[src/rtl/sdp_bram_pkg.sv]
// Shared types and constants for the SDP BRAM stream reader.
// Used by sdp_bram_stream_reader and bram_rd_skid.
package sdp_bram_pkg;

    typedef enum logic [1:0] {
        IDLE  = 2'd0,
        RUN   = 2'd1,
        DRAIN = 2'd2
    } rd_state_e;

    localparam int SKID_DEPTH = 2;

    // Remaining-word counter must hold 2**aw, hence one extra bit.
    function automatic int len_width(input int aw);
        return aw + 1;
    endfunction

endpackage

[src/rtl/bram_rd_skid.sv]
// Two-entry skid buffer that absorbs the one-cycle BRAM read latency.
// Entry 0 is always the head; a pop shifts the entries down by one.
module bram_rd_skid
    import sdp_bram_pkg::*;
#(
    parameter int DATA_WIDTH = 32
) (
    input  logic                  clk,
    input  logic                  rst,
    input  logic                  push,
    input  logic [DATA_WIDTH-1:0] data_in,
    input  logic                  pop,
    output logic [1:0]            count,
    output logic [DATA_WIDTH-1:0] head
);

    logic [DATA_WIDTH-1:0] entry_reg     [SKID_DEPTH];
    logic [DATA_WIDTH-1:0] entry_shifted [SKID_DEPTH];
    logic [DATA_WIDTH-1:0] entry_next    [SKID_DEPTH];
    logic [1:0]            count_reg;
    logic [1:0]            count_next;
    logic [1:0]            base_count;
    logic                  pop_ok;
    logic                  push_ok;

    assign pop_ok     = pop && (count_reg != 2'd0);
    assign base_count = pop_ok ? count_reg - 2'd1 : count_reg;
    // A push into a full buffer without a pop is dropped; the credit rule upstream prevents it.
    assign push_ok    = push && (base_count < 2'(SKID_DEPTH));
    assign count_next = base_count + {1'b0, push_ok};

    genvar gi;
    generate
        for (gi = 0; gi < SKID_DEPTH; gi++) begin : g_entry
            if (gi < SKID_DEPTH - 1) begin : g_shift
                assign entry_shifted[gi] = pop_ok ? entry_reg[gi+1] : entry_reg[gi];
            end else begin : g_hold
                assign entry_shifted[gi] = entry_reg[gi];
            end

            assign entry_next[gi] = (push_ok && (base_count == 2'(gi))) ? data_in
                                                                        : entry_shifted[gi];

            always_ff @(posedge clk or posedge rst) begin
                if (rst) begin
                    entry_reg[gi] <= '0;
                end else begin
                    entry_reg[gi] <= entry_next[gi];
                end
            end
        end
    endgenerate

    always_ff @(posedge clk or posedge rst) begin
        if (rst) begin
            count_reg <= 2'd0;
        end else begin
            count_reg <= count_next;
        end
    end

    assign count = count_reg;
    assign head  = entry_reg[0];

endmodule

[src/rtl/sdp_bram_stream_reader.sv]
// Burst read master for a 1-cycle-latency SDP BRAM, presenting words as a valid/ready stream.
// Optional out_last port enabled by defining SDP_BRAM_STREAM_READER_LAST_EN.
module sdp_bram_stream_reader
    import sdp_bram_pkg::*;
#(
    parameter int ADDR_WIDTH = 6,
    parameter int DATA_WIDTH = 32
) (
    input  logic                  clk,
    input  logic                  rst,
    input  logic                  cmd_valid,
    output logic                  cmd_ready,
    input  logic [ADDR_WIDTH-1:0] cmd_addr,
    input  logic [ADDR_WIDTH-1:0] cmd_len,
    output logic [ADDR_WIDTH-1:0] ra,
    output logic                  re,
    input  logic [DATA_WIDTH-1:0] rd,
    output logic                  out_valid,
    input  logic                  out_ready,
    output logic [DATA_WIDTH-1:0] out_data,
`ifdef SDP_BRAM_STREAM_READER_LAST_EN
    output logic                  out_last,
`endif
    output logic                  done
);

    localparam int LW = len_width(ADDR_WIDTH);

    localparam logic [1:0] S_IDLE  = 2'(IDLE);
    localparam logic [1:0] S_RUN   = 2'(RUN);
    localparam logic [1:0] S_DRAIN = 2'(DRAIN);

`ifdef SDP_BRAM_STREAM_READER_LAST_EN
    localparam int EW = DATA_WIDTH + 1;
`else
    localparam int EW = DATA_WIDTH;
`endif

    logic [1:0]            state_reg;
    logic [1:0]            state_next;
    logic [ADDR_WIDTH-1:0] ra_reg;
    logic [ADDR_WIDTH-1:0] ra_next;
    logic [LW-1:0]         rem_reg;
    logic [LW-1:0]         rem_next;
    logic                  inflight_reg;
    logic                  re_c;
    logic                  done_c;
    logic                  pop;
    logic                  credit_ok;
    logic [1:0]            buf_count;
    logic [1:0]            occupancy;
    logic [EW-1:0]         skid_in;
    logic [EW-1:0]         skid_head;

    assign pop       = out_valid && out_ready;
    // Reads in flight count against buffer space until their data lands.
    assign occupancy = buf_count + {1'b0, inflight_reg};
    assign credit_ok = (occupancy < 2'(SKID_DEPTH)) ||
                       ((occupancy == 2'(SKID_DEPTH)) && pop);

    always_comb begin
        state_next = state_reg;
        ra_next    = ra_reg;
        rem_next   = rem_reg;
        re_c       = 1'b0;
        done_c     = 1'b0;
        case (state_reg)
            S_IDLE: begin
                if (cmd_valid) begin
                    ra_next    = cmd_addr;
                    rem_next   = LW'({1'b0, cmd_len}) + LW'(1);
                    state_next = S_RUN;
                end
            end
            S_RUN: begin
                if (credit_ok) begin
                    re_c     = 1'b1;
                    ra_next  = ra_reg + ADDR_WIDTH'(1);
                    rem_next = rem_reg - LW'(1);
                    if (rem_reg == LW'(1)) begin
                        state_next = S_DRAIN;
                    end
                end
            end
            S_DRAIN: begin
                if (pop && (buf_count == 2'd1) && !inflight_reg) begin
                    done_c     = 1'b1;
                    state_next = S_IDLE;
                end
            end
            default: state_next = S_IDLE;
        endcase
    end

    always_ff @(posedge clk or posedge rst) begin
        if (rst) begin
            state_reg    <= S_IDLE;
            ra_reg       <= '0;
            rem_reg      <= '0;
            inflight_reg <= 1'b0;
        end else begin
            state_reg    <= state_next;
            ra_reg       <= ra_next;
            rem_reg      <= rem_next;
            inflight_reg <= re_c;
        end
    end

`ifdef SDP_BRAM_STREAM_READER_LAST_EN
    logic inflight_last_reg;

    always_ff @(posedge clk or posedge rst) begin
        if (rst) begin
            inflight_last_reg <= 1'b0;
        end else begin
            inflight_last_reg <= re_c && (rem_reg == LW'(1));
        end
    end

    assign skid_in  = {inflight_last_reg, rd};
    assign out_last = out_valid && skid_head[DATA_WIDTH];
`else
    assign skid_in  = rd;
`endif

    bram_rd_skid #(
        .DATA_WIDTH (EW)
    ) u_skid (
        .clk     (clk),
        .rst     (rst),
        .push    (inflight_reg),
        .data_in (skid_in),
        .pop     (pop),
        .count   (buf_count),
        .head    (skid_head)
    );

    assign cmd_ready = (state_reg == S_IDLE);
    assign ra        = ra_reg;
    assign re        = re_c;
    assign out_valid = (buf_count != 2'd0);
    assign out_data  = skid_head[DATA_WIDTH-1:0];
    assign done      = done_c;

endmodule

[config.mk]
export PLATFORM = sky130hd
export DESIGN_NAME = sdp_bram_stream_reader
export DESIGN_NICKNAME = d
export VERILOG_FILES = /design/src/rtl/sdp_bram_pkg.sv /design/src/rtl/bram_rd_skid.sv /design/src/rtl/sdp_bram_stream_reader.sv
export SDC_FILE = /design/constraint.sdc
export NUM_CORES = 1
export LEC_CHECK = 0
export CAP_MARGIN = 20
export CELL_PAD_IN_SITES_DETAIL_PLACEMENT = 1
export CELL_PAD_IN_SITES_GLOBAL_PLACEMENT = 2
export CORE_MARGIN = 2
export CORE_UTILIZATION = 30
export CTS_BUF_LIST = sky130_fd_sc_hd__clkbuf_16
export CTS_CLUSTER_SIZE = 40
export DETAILED_ROUTE_END_ITERATION = 10
export GPL_TIMING_DRIVEN = 0
export PLACE_DENSITY = 0.8
export REMOVE_ABC_BUFFERS = 1
export SETUP_SLACK_MARGIN = 0.5
export SLEW_MARGIN = 30
export SYNTH_ARGS = -nofsm -noshare
export SYNTH_HDL_FRONTEND = slang
export SYNTH_SLANG_ARGS = --single-unit
[constraint.sdc]
create_clock -name clk -period 6.9 [get_ports clk]
set_input_delay 1.38 -clock clk [delete_from_list [all_inputs] [get_ports clk]]
set_output_delay 1.38 -clock clk [all_outputs]
set_load 0.005 [all_outputs]
* Word-level counts from Yosys, hierarchy flattened
Cells that the tools add are included.
** Word-level totals
- Register bits after elaboration :: 82
- Input port bits :: 48
** Cells by class
- Add/subtract/negate cells :: 6
- $lt $le $gt $ge :: 2
- Equality and inequality tests :: 10
- Multiplexer cells :: 18
- Reductions and logical operators :: 17
** Operators with widths (count)
- two-way mux 32 bit :: 2
- two-way mux 7 bit :: 2
- one-hot mux 7 bit (2 select lines) :: 1
- two-way mux 6 bit :: 2
- one-hot mux 6 bit (2 select lines) :: 1
- two-way mux 2 bit :: 5
- logical AND 1 bit :: 8
- inequality test 2 bit, second input constant :: 4
- adder 6 x 1 -> 7 bit, second input constant :: 1
- == test 7 x 1 -> 1 bit, second input constant :: 1
- subtractor 7 x 1 -> 7 bit, second input constant :: 1
- adder 6 x 1 -> 6 bit, second input constant :: 1
- == test 2 x 1 -> 1 bit, second input constant :: 3
- one-hot mux 2 bit (3 select lines) :: 1
- nonzero test 2 bit :: 3
- adder 2 x 1 -> 2 bit :: 2
- == test 2 bit, second input constant :: 2
- logical NOT 2 bit :: 2
- < comparator 2 bit, second input constant :: 2
- two-way mux 1 bit :: 4
- AND reduction 4 bit :: 1
- AND reduction 3 bit :: 1
- subtractor 2 x 1 -> 2 bit, second input constant :: 1
- logical NOT 1 bit :: 1
- logical OR 1 bit :: 1

* Depth between registers and ports, before layout
- Depth in word-level cells :: 8
- Gate-level depth with buffers :: 9
- Depth with buffers taken out :: 8

* Hierarchy
From an unflattened synthesis, not the netlist that was laid out.
** Second synthesis, totals
- Cells, all modules :: 346
- Area, all modules :: 4519.3 sq um
** By module, submodules not included
- bram_rd_skid :: instances 1, cells an instance 220, area each 3355.7 sq um, sequential area each 1651.6 sq um
- sdp_bram_stream_reader :: instances 1, cells an instance 126, area each 1163.6 sq um, sequential area each 400.4 sq um

* Worst setup path before layout
No wires, ideal clock.
- Path kind :: input to output
- From :: input port out_ready
- To :: output port done
- Arrival time :: 2156 ps
- Slack :: 3364 ps
- Cell stages on the path :: 4
- Buffers on the path :: 1
- Cell sequence :: or2b_1 -> clkbuf_1 -> nor3b_1 -> and3b_1
** Between the ends
- Word-level cells in the longest chain between the ends :: 5
** Ends and longest elaborated chain
- start: declaration :: RTL line sdp_bram_stream_reader.sv:19 : input logic out_ready,
- logical AND 1 bit :: RTL line sdp_bram_stream_reader.sv:55 : assign pop = out_valid && out_ready;
- logical AND 1 bit (2 in a row) :: RTL line sdp_bram_stream_reader.sv:86 : if (pop && (buf_count == 2'd1) && !inflight_reg) begin
- two-way mux 1 bit :: RTL line sdp_bram_stream_reader.sv:86
- two-way mux 1 bit :: RTL line sdp_bram_stream_reader.sv:67 : case (state_reg)
- end: declaration :: RTL line sdp_bram_stream_reader.sv:24 : output logic done
Every way passes these cells.

* Worst setup path in the final report
Same ends and word-level chain as after synthesis.

==> metrics.txt <==
outcome=finished clean; clk_lat worst skew=0.34 ns; Num CTS Buffers=9; Worst Setup End Kind=output port; # diodes=0; crit path launch type=primary input; layout cells sized above 1=20.68%; Die X=126.7 µm; Crit-path slowest cell=clkdlybuf4s50_1; Sink Count=82; critical path startpoint=out_ready; mapped cell area=4516 µm²; Yosys cell types=49; CTS hold repair buffers=0; area grow syn2layout=27.10%; CP arrival=3.47 ns; Min Clock Period, post-route=4.849 ns; final WL=10980 µm; TritonCTS clock tree=built; final setup fails=0; Max Slew Vio Count=0; Layout Skew=0.003734 ns; Slew @ Worst Pin=0.6361 ns; detailed placement HPWL=7875 µm; Wirelength per Cell=16.81 µm; clock root buffer=clkbuf_16; cell row count=44; class of the most critical setup path=in -> out; HP Class=reg -> reg; die height=126.7 µm; Avg Inst Size Synth=11.01 µm²; largest delay contributor family on the critical path=simple AND/OR/NAND/NOR gates; cell chain of the critical path=clkdlybuf4s50_1 -> or2b_2 -> nor3b_1 -> and3b_1 -> clkdlybuf4s50_1; top-level I/O count=90; initial DRC count=97; H-tree levels=3; Hold Crit Start=rem_reg[6]; RSZ-0062 raised after global routing=false; LEAKAGE=2.722 nW; Via density=4.737; Port Buf Inserts=89; Worst slew margin=57.43%; slowest cell delay on critical path=0.52 ns; fillers=1602; Total GRT Usage=14.76%; nets=522; Vias=3093; vias in the first global route=3572; global-route wire length before repair=18550 µm; worst-path fanout max=14; worst vdd ir=0.0001998 V; hold depth=2; synth warn=0; Tcrit/Tclk final=70.28%; PostCTS Resize Cnt=0; register area=2052 µm²; CP Depth=5; Setup Buffers After CTS=0; WP buf/inv=2; clock-pin slew on the worst setup and hold paths=0.06 ns; Pwr Density=520.1 nW/µm²; Final Core Density=39.19%; total power=2.985 mW; Starting Density=30.84%; post-synthesis sequential area ratio=45.44%; Die ar.=16050 µm²; area occupied by multi-input gates=2069 µm²; reg2reg start=u_skid.count[0]; synthesized netlist cell count=410; CTS Buffer Depth=2; gpl congestion=0.7673; count of final hold-check violations=0; setup TNS=0 ns; R2R depth=8; drt first pass iters=6; Fin Hold WS=0.4908 ns; Max Fclk=0.2062 GHz; initial antenna violation count=0; global route overflow=0; post-route antenna net violation count=0; largest net degree at the start of global routing=43; Crit path top cell by count=clkdlybuf4s50_1; Max-cap violations=0; FF+latch count, synth=82; Core Area=14640 µm²; CP Data Required Time=5.52 ns; drc violations=0
worst register-to-register path, stage by stage (launching register included):
cell and delay (ns):
dfrtp_1 0.42, inv_1 0.13, ha_1 0.31, nor2b_4 0.48, nor3_1 0.17, o21ai_4 0.55, buf_16 0.24, buf_16 0.18
mux2_2 0.35
cell usage in the layout, fill, tap and decap left out, drive strengths merged, types with 2 or more instances in the layout:
cell type	netlist	final
a21oi	16	16
a31o	2	2
a31oi	4	4
and3	3	3
buf	43	8
clkbuf	9	9
clkdlybuf4s50	0	89
clkinv	0	4
dfrtp	82	82
ha	8	8
inv	6	6
mux2	64	64
nand2	105	105
nand2b	4	4
nand3	6	6
nor2	10	10
nor2b	3	3
nor3	5	5
o21ai	14	14
o22ai	2	2
xnor2	3	3
xor2	3	3
logic make-up after synthesis:
logic type | synth area share (%)
AOI/OAI and AO/OA | 7.287
xor gates and xnor gates | 1.164
adders and majority gates | 2.217
buffers and inverters | 8.978
DFF | 45.44
muxes | 21.17
and+or+nand+nor | 13.74
metrics by stage:
step	instance area [µm²]	worst slack, ns	std cells
2_1_floorplan	4133	2.591	358
3_3_place_gp	5254	0.4297	631
3_5_place_dp	5466	2.021	639
4_1_cts	5739	2.015	653
5_1_grt	5739	1.937	653
6_report	5739	2.051	653
worst paths after layout:
| path | to | slack (ns) |
|---|---|---|
| max | done | 2.05 |
| min | rem_reg[6] | 0.49 |
| max reg2reg | u_skid.head[31] | 3.97 |
| min reg2reg | rem_reg[6] | 0.49 |
| max in group asynchronous | u_skid.entry_reg[7] | 4.92 |
| min in group asynchronous | ra[2] | 1.41 |
cell usage after synthesis (all sizes together):
| library cell | number | area [µm²] |
|---|---|---|
| mux2 | 64 | 945.9 |
| or3 | 1 | 6.260 |
| mux2i | 1 | 10.01 |
| buf | 43 | 347.8 |
| and3 | 3 | 23.77 |
| xor2 | 3 | 26.28 |
| o22a | 1 | 8.760 |
| a21oi | 16 | 83.83 |
| nor3 | 5 | 30.03 |
| nor3b | 1 | 7.510 |
| a32o | 1 | 10.01 |
| a22oi | 1 | 7.510 |
| o21bai | 1 | 7.510 |
| ha | 8 | 100.1 |
| and3b | 1 | 8.760 |
| nor4 | 1 | 6.260 |
| and2 | 1 | 6.260 |
| o211ai | 1 | 7.510 |
| or3b | 1 | 11.26 |
| dfrtp | 82 | 2052 |
| a31o | 2 | 17.52 |
| nand3b | 1 | 7.510 |
| nand2b | 4 | 25.02 |
| nor2b | 3 | 18.77 |
| a2bb2oi | 1 | 15.01 |
| o2bb2ai | 1 | 8.760 |
| clkbuf | 9 | 35.03 |
| nor2 | 10 | 37.54 |
| a22o | 1 | 8.760 |
| o21ai | 14 | 92.58 |
| xnor2 | 3 | 26.28 |
| a31oi | 4 | 40.04 |
| o311ai | 1 | 8.760 |
| or2b | 1 | 7.510 |
| o22ai | 2 | 12.51 |
| inv | 6 | 22.52 |
| nand3 | 6 | 30.03 |
| nand2 | 105 | 394.1 |
report_power, final:
group	total [mW]	internal [mW]	switching [mW]
Clock	0.465	0.273	0.193
Combinational	1.60	0.947	0.657
Sequential	0.915	0.735	0.180
Total	2.99	1.96	1.03
layout make-up:
| class | count | area share [%] |
|---|---|---|
| clock buffer | 9 | 3.924 |
| clock inverter | 5 | 0.8284 |
| inverter | 6 | 0.4796 |
| multi-input combinational | 270 | 36.06 |
| sequential | 82 | 35.75 |
| tap | 184 | 4.011 |
| timing repair buffer | 97 | 18.94 |
routing by layer:
layer	vias up	wire (µm)	share of wire [%]	GRT usage [%]
met5	-	0	0	0
met4	0	228	2.1	6.206
li1	1457	-	-	-
met2	56	5440	50	25.41
met1	1565	4985	45	18.49
met3	15	322	2.9	2.320
No activity file was read; power rests on OpenSTA's default activity.
